$ cat src/rtl/gemm_sequencer.sv
// Purpose: sequences one GEMM on an N x N systolic MAC array: latch A/B, clear, skewed feed, drain, snapshot C.
// Latency: accept at edge 0 -> mac_clear cycle 1, feed cycles 2..2N, drain 2N+1..3N, result_valid from cycle 3N+1.
// Backpressure: start_ready only in IDLE (no queueing); result held in DONE until result_ready.
module gemm_sequencer #(
    parameter int N         = 2,
    parameter int OP_WIDTH  = 8,
    parameter int ACC_WIDTH = 32
) (
    input  logic                       clk,
    input  logic                       reset,
    input  logic                       start_valid,
    output logic                       start_ready,
    input  logic [N*N*OP_WIDTH-1:0]    a_in,
    input  logic [N*N*OP_WIDTH-1:0]    b_in,
    output logic [N*OP_WIDTH-1:0]      new_a_column,
    output logic [N*OP_WIDTH-1:0]      new_b_row,
    output logic                       mac_clear,
    input  logic [N*N*ACC_WIDTH-1:0]   acc_in,
    output logic [N*N*ACC_WIDTH-1:0]   result,
    output logic                       result_valid,
    input  logic                       result_ready,
    output logic                       busy
);

    localparam int SW = (N > 1) ? $clog2(2*N) : 1;
    localparam logic [SW-1:0] LAST_FEED  = SW'(2*N-2);
    localparam logic [SW-1:0] LAST_DRAIN = SW'(N-1);

    typedef enum logic [2:0] {IDLE, CLEAR, FEED, DRAIN, DONE} state_t;

    state_t                   state;
    logic [SW-1:0]            step;
    logic [N*N*OP_WIDTH-1:0]  a_lat;
    logic [N*N*OP_WIDTH-1:0]  b_lat;
    logic [N*OP_WIDTH-1:0]    a_next;
    logic [N*OP_WIDTH-1:0]    b_next;
    int                       feed_s;

    // Buses are registered, so compute the lanes for the step about to be presented.
    always_comb begin
        a_next = '0;
        b_next = '0;
        feed_s = (state == FEED) ? int'(step) + 1 : 0;
        for (int r = 0; r < N; r++) begin
            if (feed_s >= r && feed_s < r + N) begin
                a_next[OP_WIDTH*r +: OP_WIDTH] = a_lat[OP_WIDTH*(r*N + feed_s - r) +: OP_WIDTH];
                b_next[OP_WIDTH*r +: OP_WIDTH] = b_lat[OP_WIDTH*((feed_s - r)*N + r) +: OP_WIDTH];
            end
        end
    end

    always_ff @(posedge clk) begin
        if (!reset) begin
            state        <= IDLE;
            step         <= '0;
            a_lat        <= '0;
            b_lat        <= '0;
            new_a_column <= '0;
            new_b_row    <= '0;
            mac_clear    <= 1'b0;
            result       <= '0;
            result_valid <= 1'b0;
            busy         <= 1'b0;
            start_ready  <= 1'b1;
        end else begin
            case (state)
                IDLE: begin
                    if (start_valid) begin
                        a_lat       <= a_in;
                        b_lat       <= b_in;
                        mac_clear   <= 1'b1;
                        start_ready <= 1'b0;
                        busy        <= 1'b1;
                        state       <= CLEAR;
                    end
                end
                CLEAR: begin
                    mac_clear    <= 1'b0;
                    step         <= '0;
                    new_a_column <= a_next;
                    new_b_row    <= b_next;
                    state        <= FEED;
                end
                FEED: begin
                    if (step == LAST_FEED) begin
                        new_a_column <= '0;
                        new_b_row    <= '0;
                        step         <= '0;
                        state        <= DRAIN;
                    end else begin
                        new_a_column <= a_next;
                        new_b_row    <= b_next;
                        step         <= step + SW'(1);
                    end
                end
                DRAIN: begin
                    if (step == LAST_DRAIN) begin
                        result       <= acc_in;
                        result_valid <= 1'b1;
                        step         <= '0;
                        state        <= DONE;
                    end else begin
                        step <= step + SW'(1);
                    end
                end
                DONE: begin
                    if (result_ready) begin
                        result_valid <= 1'b0;
                        busy         <= 1'b0;
                        start_ready  <= 1'b1;
                        state        <= IDLE;
                    end
                end
                default: state <= IDLE;
            endcase
        end
    end

endmodule

$ cat config.mk
export PLATFORM = sky130hd
export DESIGN_NAME = gemm_sequencer
export DESIGN_NICKNAME = d
export VERILOG_FILES = /design/src/rtl/gemm_sequencer.sv
export SDC_FILE = /design/constraint.sdc
export NUM_CORES = 1
export LEC_CHECK = 0
export ABC_AREA = 1
export BUFFER_PORTS_ARGS = -buffer_cell sky130_fd_sc_hd__buf_4
export CAP_MARGIN = 20
export CORE_MARGIN = 5
export CORE_UTILIZATION = 36
export CTS_BUF_LIST = sky130_fd_sc_hd__clkbuf_4
export DETAILED_ROUTE_END_ITERATION = 6
export PLACE_DENSITY = 0.66
export SETUP_SLACK_MARGIN = 0.3
export SLEW_MARGIN = 10
export SYNTH_ARGS = -nofsm -noshare
export SYNTH_HDL_FRONTEND = slang
export SYNTH_SLANG_ARGS = --single-unit
$ cat constraint.sdc
create_clock -name clk -period 2.9 [get_ports clk]
set_input_delay 0.145 -clock clk [delete_from_list [all_inputs] [get_ports clk]]
set_output_delay 0.145 -clock clk [all_outputs]
set_load 0.03 [all_outputs]
==> flow_summary.yaml, run 1 <==
grt:
  grt.total_usage: 0.228
  grt-ovfl-total: 0
  grt_pass1_wl_um: 53700
  grt_pass1_vias: 10000
  grt_max_degree: 132
  antenna_found_initial: 1
setup_path:
  arrival_ns: 2.93
  r2r_slack_ns: 0.57
  max_stage_delay_ns: 0.60
  crit_cells: 6
  worstPathRequired_ns: 3.50
  crit_end: "a_lat[31]$_SDFFE_PN0P_"
  crit_family: "buffers and inverters"
  end_kind: "register"
  crit_slowest_cell: "dlygate4sd3_1"
  crit_start: "state[1]$_SDFFE_PN0P_"
  r2r_end: "a_lat[31]$_SDFFE_PN0P_"
  worstSetupStartpointType: "register"
  worstPathCellList: "inv_1 -> nand3_4 -> buf_4 -> o21ai_0 -> dlygate4sd3_1 -> a21oi_1"
  worst-path-buf-inv: 3
  worst-setup-path-type: "register to register"
  r2r_start: "state[1]$_SDFFE_PN0P_"
  crit_fanout: 63
  reg2reg_depth: 6
die:
  fp.coreArea_um2: 25100
  start_util: 0.364
  die_h_um: 169
  placementRows: 58
  pin_count: 360
  fp.dieW_um: 169
  die_area_um2: 28700
run:
  max_cap_violations: 0
power:
  p_leak_nw: 6.22
  peakVddDrop_mv: 0.387
  total_power_mw: 9.61
  power-per-cell-area_nw_per_um2: 647
synth:
  syn_area_per_cell_um2: 7.56
  synthArstFlopShare: 0
  netlist_area_um2: 9150
  synth_flop_cell: "dfxtp_1"
  synthCells: 1211
  ys_seq_area_frac: 0.510
  synth_warnings: 0
  synth_seq_cells: 233
  synth_nets: 1417
  ys_types: 25
  synth_edf_count: 0
sta:
  grt_setup_unrepaired: "no"
  layout_setup_ws_ns: 0.569
  final.setup.tns_ns: 0
  worst_pin_slew_ns: 0.799
  post-route-period-util: 0.804
  min_period_ns: 2.33
  fmax_ghz: 0.429
  timing_hold_violations_final: 0
  fin_skew_ns: 0.0386
  finalMaxSlewViolations: 0
  setup_viol: 0
  slew_headroom: 0.467
place:
  dp_hpwl_um: 22400
  gp_congestion: 0.843
  io_buffers: 359
  place_ws_ns: 0.361
  dp.cells: 1821
cts:
  clk_path_buf_depth: 3
  htree_levels: 2
  clk_pin_slew_worst_paths_ns: 0.07
  cts_setup_buffers: 0
  cts-root-buf: "clkbuf_4"
  clk_latency_ns: 0.66
  tritoncts: "yes"
  cts_buffers: 61
  clock_sinks: 233
routing:
  viasPerCell: 4.89
  finalWirelength_um: 35000
  wire_per_inst_um: 16.4
  drt_first_pass_iters: 5
  via_count: 10500
  ant_nets: 0
  first_iter_violations: 841
  remaining_drc_errors: 0
worst_hold_path:
  worstHoldPathType: "input pin to register"
cells_and_area:
  drive_gt1_frac: 0.267
  nets: 1969
  final_common_cell: "buf_4"
  final_cell_mix: "buf_4 (372), nand2_1 (361), dfxtp_1 (232), a21oi_1 (225), dlygate4sd3_1 (209)"
  areaGrowthSynthToFinish_pct: 62.4
  post_layout_nonfiller_instances: 2138
status:
  status: "completed"
power by group:
part / switching, mW / internal, mW / leakage (nW)
Combinational: 2.01 / 1.07 / 3.88
Sequential: 0.213 / 3.53 / 1.89
Clock: 1.32 / 1.47 / 0.451
Total: 3.54 / 6.07 / 6.22
cell type report:
class	instances	area, um2
sequential	233	4670
fill	2203	10300
multi-input combinational	835	3880
inverter	47	181
clock buffer	88	661
timing repair buffer	585	4960
clock inverter	18	95.1
antenna	2	5.00
tap	330	413
layer usage:
layer	vias up	track usage	wire, um
li1	5125	-	-
met1	4805	0.268	13800
met2	465	0.412	17500
met3	59	0.0543	2770
met4	0	0.0683	943
met5	-	0	0
synthesized netlist by cell type (10+ instances only):
| cell | n | area share |
|---|---|---|
| nand2_1 | 362 | 0.15 |
| dfxtp_1 | 233 | 0.51 |
| a21oi_1 | 225 | 0.12 |
| nand3_1 | 151 | 0.083 |
| clkbuf_1 | 51 | 0.021 |
| o21ai_0 | 48 | 0.026 |
| inv_1 | 43 | 0.018 |
| buf_2 | 23 | 0.013 |
| nor2_1 | 19 | 0.0078 |
| buf_4 | 18 | 0.015 |
| ha_1 | 10 | 0.014 |
kinds of logic after synthesis:
group                      count (synthesis)  synth area share
buffers and inverters                    143            0.0708
adders and majority gates                 10            0.0137
DFF                                      233             0.510
AOI/OAI and AO/OA                        279             0.153
and+or+nand+nor                          546             0.253
through the flow:
step | utilization | cell area [um2] | hold slack, ns
2_1_floorplan | - | 9150 | 0.288
3_3_place_gp | 0.478 | 12000 | 0.405
3_5_place_dp | 0.478 | 12000 | 0.404
4_1_cts | 0.591 | 14800 | 0.00277
5_1_grt | 0.592 | 14900 | 0.0374
6_report | 0.592 | 14900 | 0.0821
worst min path at each step:
stage	cells after the start	end	from
3_5_place_dp	3	b_lat[28]$_SDFFE_PN0P_	b_in[28]
4_1_cts	6	state[0]$_SDFFE_PN0P_	start_valid
5_1_grt	6	state[0]$_SDFFE_PN0P_	start_valid
6_report	6	state[0]$_SDFFE_PN0P_	start_valid
3_3_place_gp	3	b_lat[2]$_SDFFE_PN0P_	b_in[2]
2_1_floorplan	2	b_lat[0]$_SDFFE_PN0P_	b_in[0]
worst min-delay path: stages:
cell	delay, ns
buf_4	0.13
nand3b_1	0.15
o21ai_0	0.09
nor2_1	0.07
nand2_1	0.05
a21oi_1	0.05
sequential cells by signal, summed over array words and instances, names as in the netlist:
signal	count
a_lat	32
b_lat	32
busy	1
mac_clear	1
new_a_column	16
new_b_row	16
result	128
result_valid	1
start_ready	1
state	3
step	2
timing repair:
item,CTS,global route
setup endpoints to repair,0,16
hold buffers,209,0
endpoints found under the hold margin,198,0
resized for setup,0,3
(Power assumes the default switching activity.)
==> run 2, diff against run 1 <==
ABC_AREA = 0   (was 1)
PLACE_DENSITY = 0.69   (was 0.66)
clock period = 1.9 ns   (was 2.9 ns; I/O delays follow)
==> run 2 against run 1 <==
The run now ends with negative setup slack left; register-to-register slack worse by 0.77 ns; setup slack worse by 0.77 ns; critical path depth up 4; clock-buffer cell count up 5; sequential power up 38%; sequential share of layout area down 6.2 points; design area up 25%; critical path type unchanged.
==> flow_summary.yaml, run 2 <==
status:
  status: "complete, but fails checks"
  violations: "negative setup slack"
synth:
  ys_types: 40
  synthArstFlopShare: 0
  synth_compound_area_frac: 0.161
  synth.most_common_cell: "nand2_1"
  synth_top_cells_by_count: "nand2_1 (409), dfxtp_1 (233), a21oi_1 (202)"
  netlist_area_um2: 8770
  synth_flop_cell: "dfxtp_1"
  yosysTopAreaCellShare: 0.532
  ys_top_cells_by_area: "dfxtp_1 (53%), nand2_1 (18%), a21oi_1 (12%)"
  synth_top_family_by_area: "simple AND/OR/NAND/NOR gates"
  synth_xor_area_frac: 0.00200
  synth-adder-area-share: 0.0143
  synth_nets: 1281
  ys_seq_area_frac: 0.532
  syn_area_per_cell_um2: 8.16
  synth_mux_area_frac: 0.0526
  synth_warnings: 0
  synth_seq_cells: 233
  synthCells: 1075
  synth_area_leader_cell: "dfxtp_1"
  synth_edf_count: 0
  synthSimpleGateAreaFrac: 0.196
setup_path:
  crit_slowest_cell: "dfxtp_4"
  worstPathCellList: "buf_12 -> nor4b_4 -> buf_4 -> buf_4 -> ha_4 -> inv_1 -> a211oi_4 -> nand3b_1 -> buf_6 -> o31ai_1"
  r2r_start: "step[0]$_SDFFE_PN0P_"
  worst-setup-path-type: "register to register"
  crit_start: "step[0]$_SDFFE_PN0P_"
  worstPathRequired_ns: 2.47
  crit_top_cell: "buf_4"
  worstSetupStartpointType: "register"
  max_stage_delay_ns: 0.36
  arrival_ns: 2.67
  end_kind: "register"
  crit_fanout: 8
worst_hold_path:
  min_from: "acc_in[108]"
  worstHoldPathType: "input pin to register"
power:
  p_leak_nw: 7.74
  seqPwrFrac: 0.410
  switching_share: 0.283
  power_frac_comb: 0.182
  p_clk_frac: 0.408
  peakVddDrop_mv: 0.449
  internal-power_mw: 9.00
  total_power_mw: 12.6
  power-per-cell-area_nw_per_um2: 678
  switching_power_mw: 3.56
place:
  io_buffers: 359
  dp_hpwl_um: 20200
  gp_congestion: 0.859
cts:
  htree_levels: 3
  clk_pin_slew_worst_paths_ns: 0.08
  clock_sinks: 233
  tritoncts: "yes"
  cts_buffers: 66
  cts-root-buf: "clkbuf_4"
  clk_latency_ns: 0.68
  clk_path_buf_depth: 3
routing:
  remaining_drc_errors: 0
  top_layer_used: "met4"
  drt_first_pass_iters: 7
  viasPerCell: 5.33
  wl_met2_um: 23200
  wl_met1_um: 17100
  via_count: 11300
  finalWirelength_um: 47300
  first_iter_violations: 1001
  wire_per_inst_um: 22.4
  dr_wl_met3_um: 3980
  ant_nets: 0
die:
  placementRows: 57
  die_h_um: 166
  start_util: 0.363
  fp.coreArea_um2: 24200
  fp.dieW_um: 166
  pin_count: 360
  die_area_um2: 27600
sta:
  finalMaxSlewViolations: 0
  final.setup.tns_ns: -3.22
  min_period_ns: 2.10
  fmax_ghz: 0.476
  fin_skew_ns: 0.0415
  slew_headroom: 0.284
  setup_viol: 31
  grt_setup_unrepaired: "yes"
  post-route-period-util: 1.11
  timing_hold_violations_final: 0
  worst_pin_slew_ns: 1.07
  layout_setup_ws_ns: -0.201
cells_and_area:
  final_cell_mix: "buf_4 (391), dfxtp_1 (230), dlygate4sd3_1 (195), nand2_1 (177), nand2_4 (157)"
  largest_reg_flops: 128
  nets: 1948
  final_common_cell: "buf_4"
  reg_top3: "result (128), a_lat (32), b_lat (32)"
  largest_register: "result"
  areaGrowthSynthToFinish_pct: 111
  drive_gt1_frac: 0.573
grt:
  grt_pass1_wl_um: 53500
  antenna_found_initial: 4
  grt_pass1_vias: 10400
  grt_max_degree: 155
  grt-ovfl-total: 0
  grt.total_usage: 0.234
run:
  max_cap_violations: 0
==> run 2: cells by family (layout without fill, tap and decap cells) <==
| kind of cell | Yosys count | after routing |
|---|---|---|
| AND/OR/NAND/NOR | 443 | 445 |
| buffers and inverters | 86 | 792 |
| XOR/XNOR | 2 | 2 |
| adder cells (fa/ha/maj) | 10 | 10 |
| other | 0 | 4 |
| AO/OA/AOI/OAI | 257 | 257 |
| multiplexers | 44 | 44 |
| flip-flops | 233 | 233 |
==> run 2: metal layers <==
metal / vias up / GRT usage
met1: 5355 / 0.265
li1: 4965 / -
met5: - / 0
met4: 0 / 0.124
met3: 239 / 0.0719
met2: 702 / 0.397
==> run 2: power groups by stage <==
stage          Combinational (mW)  Sequential, mW  Clock [mW]
2_1_floorplan               0.573            5.24           0
3_3_place_gp                 1.16            5.21           0
3_5_place_dp                 1.18            5.21           0
4_1_cts                      1.62            5.11        5.02
5_1_grt                      2.38            5.16        5.48
6_report                     2.29            5.15        5.12
==> run 2: layout make-up <==
class	count	area, um2
antenna	4	10.0
clock inverter	16	175
fill	1311	5650
tap	324	405
timing repair buffer	676	6620
inverter	7	38.8
multi-input combinational	758	5910
clock buffer	93	698
sequential	233	4670
==> run 2: worst max-delay path, delay by kind of cell, from the launching register on <==
family                   cells  cell delay, ns
AO/OA/AOI/OAI                2            0.48
adder cells (fa/ha/maj)      1            0.12
buffers and inverters        5            0.69
flip-flops                   1            0.36
AND/OR/NAND/NOR              2            0.35
==> run 2: timing repair <==
action,in CTS,in global routing
pin swaps,13,304
setup endpoints to repair,226,226
hold endpoints to repair,200,0
setup buffers,13,20
resized for setup,68,571
hold buffers,195,0
gates cloned,5,43
==> run 2: path summary, 6_finish.rpt <==
path	depth (start not counted)	to	slack [ns]
hold / removal	4	result[108]$_SDFFE_PN0P_	0.23
setup / recovery	10	new_b_row[15]$_SDFFE_PN0N_	-0.20
hold reg to reg	2	result_valid$_SDFFE_PN0P_	0.45
setup reg to reg	10	new_b_row[15]$_SDFFE_PN0N_	-0.20
==> run 2: per-stage QoR <==
stage | std cells | hold slack, ns | util | instance area (um2) | setup slack, ns
final | 2111 | 0.234 | 0.766 | 18500 | -0.201
after floorplan | 1075 | 0.231 | - | 8900 | -0.212
after global routing | 2111 | 0.198 | 0.766 | 18500 | -0.311
after global placement | 1722 | 0.341 | 0.500 | 12100 | -0.183
after detailed placement | 1722 | 0.350 | 0.500 | 12100 | -0.233
after CTS | 2044 | 0.177 | 0.638 | 15400 | -0.106
==> run 3, diff against run 2 <==
MAX_ROUTING_LAYER = met4   (was default)
==> run 3 against run 2 <==
The flow still finishes with violations (negative setup slack); sequential share of layout area is 0.39 points higher; clock power about the same; utilization is 1.2 points lower; sequential power hardly changed; critical endpoint is now new_a_column[12]$_SDFFE_PN0N_; largest cell class unchanged.
==> flow_summary.yaml, run 3 (synthesized netlist as in run 2, its figures left out) <==
die:
  start_util: 0.363
  fp.coreArea_um2: 24200
  die_h_um: 166
  placementRows: 57
  die_area_um2: 27600
  pin_count: 360
  fp.dieW_um: 166
cts:
  clk_latency_ns: 0.67
  tritoncts: "yes"
  clock_sinks: 233
  cts-root-buf: "clkbuf_4"
  clk_pin_slew_worst_paths_ns: 0.08
  clk_path_buf_depth: 3
  htree_levels: 3
  cts_buffers: 66
power:
  switching_power_mw: 3.51
  p_clk_frac: 0.406
  power_frac_comb: 0.183
  peakVddDrop_mv: 0.463
  switching_share: 0.281
  internal-power_mw: 9.00
  power-per-cell-area_nw_per_um2: 686
  p_leak_nw: 7.55
  seqPwrFrac: 0.411
status:
  violations: "negative setup slack"
  status: "complete, but fails checks"
routing:
  ant_nets: 0
  drt_first_pass_iters: 5
  remaining_drc_errors: 0
  wire_per_inst_um: 22.1
  first_iter_violations: 934
  viasPerCell: 5.31
  finalWirelength_um: 46500
  via_count: 11200
grt:
  grt_max_degree: 155
  grt_pass1_vias: 10400
  grt-ovfl-total: 0
  antenna_found_initial: 4
  grt.total_usage: 0.241
  grt_pass1_wl_um: 53500
place:
  dp_hpwl_um: 20200
  gp_congestion: 0.873
  io_buffers: 359
cells_and_area:
  nets: 1940
  num-fill-cells: 1401
  reg_top3: "result (128), a_lat (32), b_lat (32)"
  seq_area_um2: 4670
  areaGrowthSynthToFinish_pct: 108
  drive_gt1_frac: 0.558
  multi_input_area_um2: 5830
  postLayoutCoreUtil: 0.755
  largest_reg_flops: 128
  final_common_cell: "buf_4"
  largest_register: "result"
  final_cell_mix: "buf_4 (396), dfxtp_1 (230), nand2_1 (199), dlygate4sd3_1 (195), nand2_4 (152)"
setup_path:
  arrival_ns: 2.78
  end_kind: "register"
  crit_fanout: 5
  worstPathRequired_ns: 2.46
  worst-setup-path-type: "register to register"
  worstSetupStartpointType: "register"
sta:
  min_period_ns: 2.22
  timing_hold_violations_final: 0
  finalMaxSlewViolations: 0
  final.setup.tns_ns: -4.34
  slew_headroom: 0.345
  fmax_ghz: 0.450
  fin_skew_ns: 0.0399
  worst_pin_slew_ns: 0.983
  post-route-period-util: 1.17
  layout_setup_ws_ns: -0.321
  holdWs_ns: 0.229
  grt_setup_unrepaired: "yes"
  setup_viol: 32
run:
  max_cap_violations: 0
worst_hold_path:
  worstHoldPathType: "input pin to register"
run 3: changes by cell type in the layout (fill, tap and decap cells not counted), sizes merged:
cell	before	now
clkbuf	121	115
buf	453	451
run 3: power groups by stage:
stage          Clock (mW)  Combinational, mW  Sequential, mW
3_3_place_gp            0               1.16            5.21
3_5_place_dp            0               1.18            5.21
6_report             5.09               2.29            5.15
2_1_floorplan           0              0.573            5.24
5_1_grt              5.44               2.38            5.15
4_1_cts              5.02               1.62            5.11
run 3: stage by stage:
stage / setup WS, ns / std cells / total power [mW] / cell area [um2]
2_1_floorplan: -0.212 / 1075 / 5.82 / 8900
3_3_place_gp: -0.183 / 1722 / 6.37 / 12100
3_5_place_dp: -0.233 / 1722 / 6.39 / 12100
4_1_cts: -0.106 / 2044 / 11.8 / 15400
5_1_grt: -0.359 / 2103 / 13.0 / 18200
6_report: -0.321 / 2103 / 12.5 / 18200
run 3: final timing paths:
| check | start | endpoint | slack (ns) | cells past startpoint |
|---|---|---|---|---|
| setup / recovery | step[0]$_SDFFE_PN0P_ | new_a_column[12]$_SDFFE_PN0N_ | -0.32 | 9 |
| hold / removal | a_in[16] | a_lat[16]$_SDFFE_PN0P_ | 0.23 | 4 |
| hold reg to reg | result_valid$_SDFFE_PN0P_ | result_valid$_SDFFE_PN0P_ | 0.45 | 2 |
| setup reg to reg | step[0]$_SDFFE_PN0P_ | new_a_column[12]$_SDFFE_PN0N_ | -0.32 | 9 |
run 3: worst max-delay path, cell delays in order, from the launching register on:
cell and delay, ns:
dfxtp_4 0.39, inv_4 0.05, ha_4 0.28, and3_4 0.21
inv_4 0.05, ha_4 0.32, buf_12 0.14, mux2i_1 0.26
o22ai_1 0.16, a22o_1 0.26
run 3: cell type report:
| type | count | share of cell area |
|---|---|---|
| repair buffers | 668 | 0.351 |
| multi-input cells | 758 | 0.320 |
| flip-flops and latches | 233 | 0.256 |
| clock buffers | 93 | 0.0383 |
| well taps | 324 | 0.0222 |
| clock inverters | 16 | 0.00960 |
| inverters | 7 | 0.00213 |
| diodes | 4 | 0.000549 |
run 3: what timing repair did:
| action | in CTS | in global routing |
|---|---|---|
| endpoints found under the hold margin | 200 | 0 |
| cloned | 5 | 33 |
| pin swaps | 13 | 290 |
| setup buffers | 13 | 22 |
| hold buffers | 195 | 0 |
| endpoints found under the setup margin | 226 | 226 |
| gates resized for setup | 68 | 539 |
run 3: per-layer routing:
metal / up-vias / wire (um) / global-route usage
met2: 643 / 23300 / 0.397
met4: 0 / 2820 / 0.124
li1: 4928 / - / -
met5: - / 0 / -
met3: 235 / 3720 / 0.0631
met1: 5365 / 16600 / 0.271
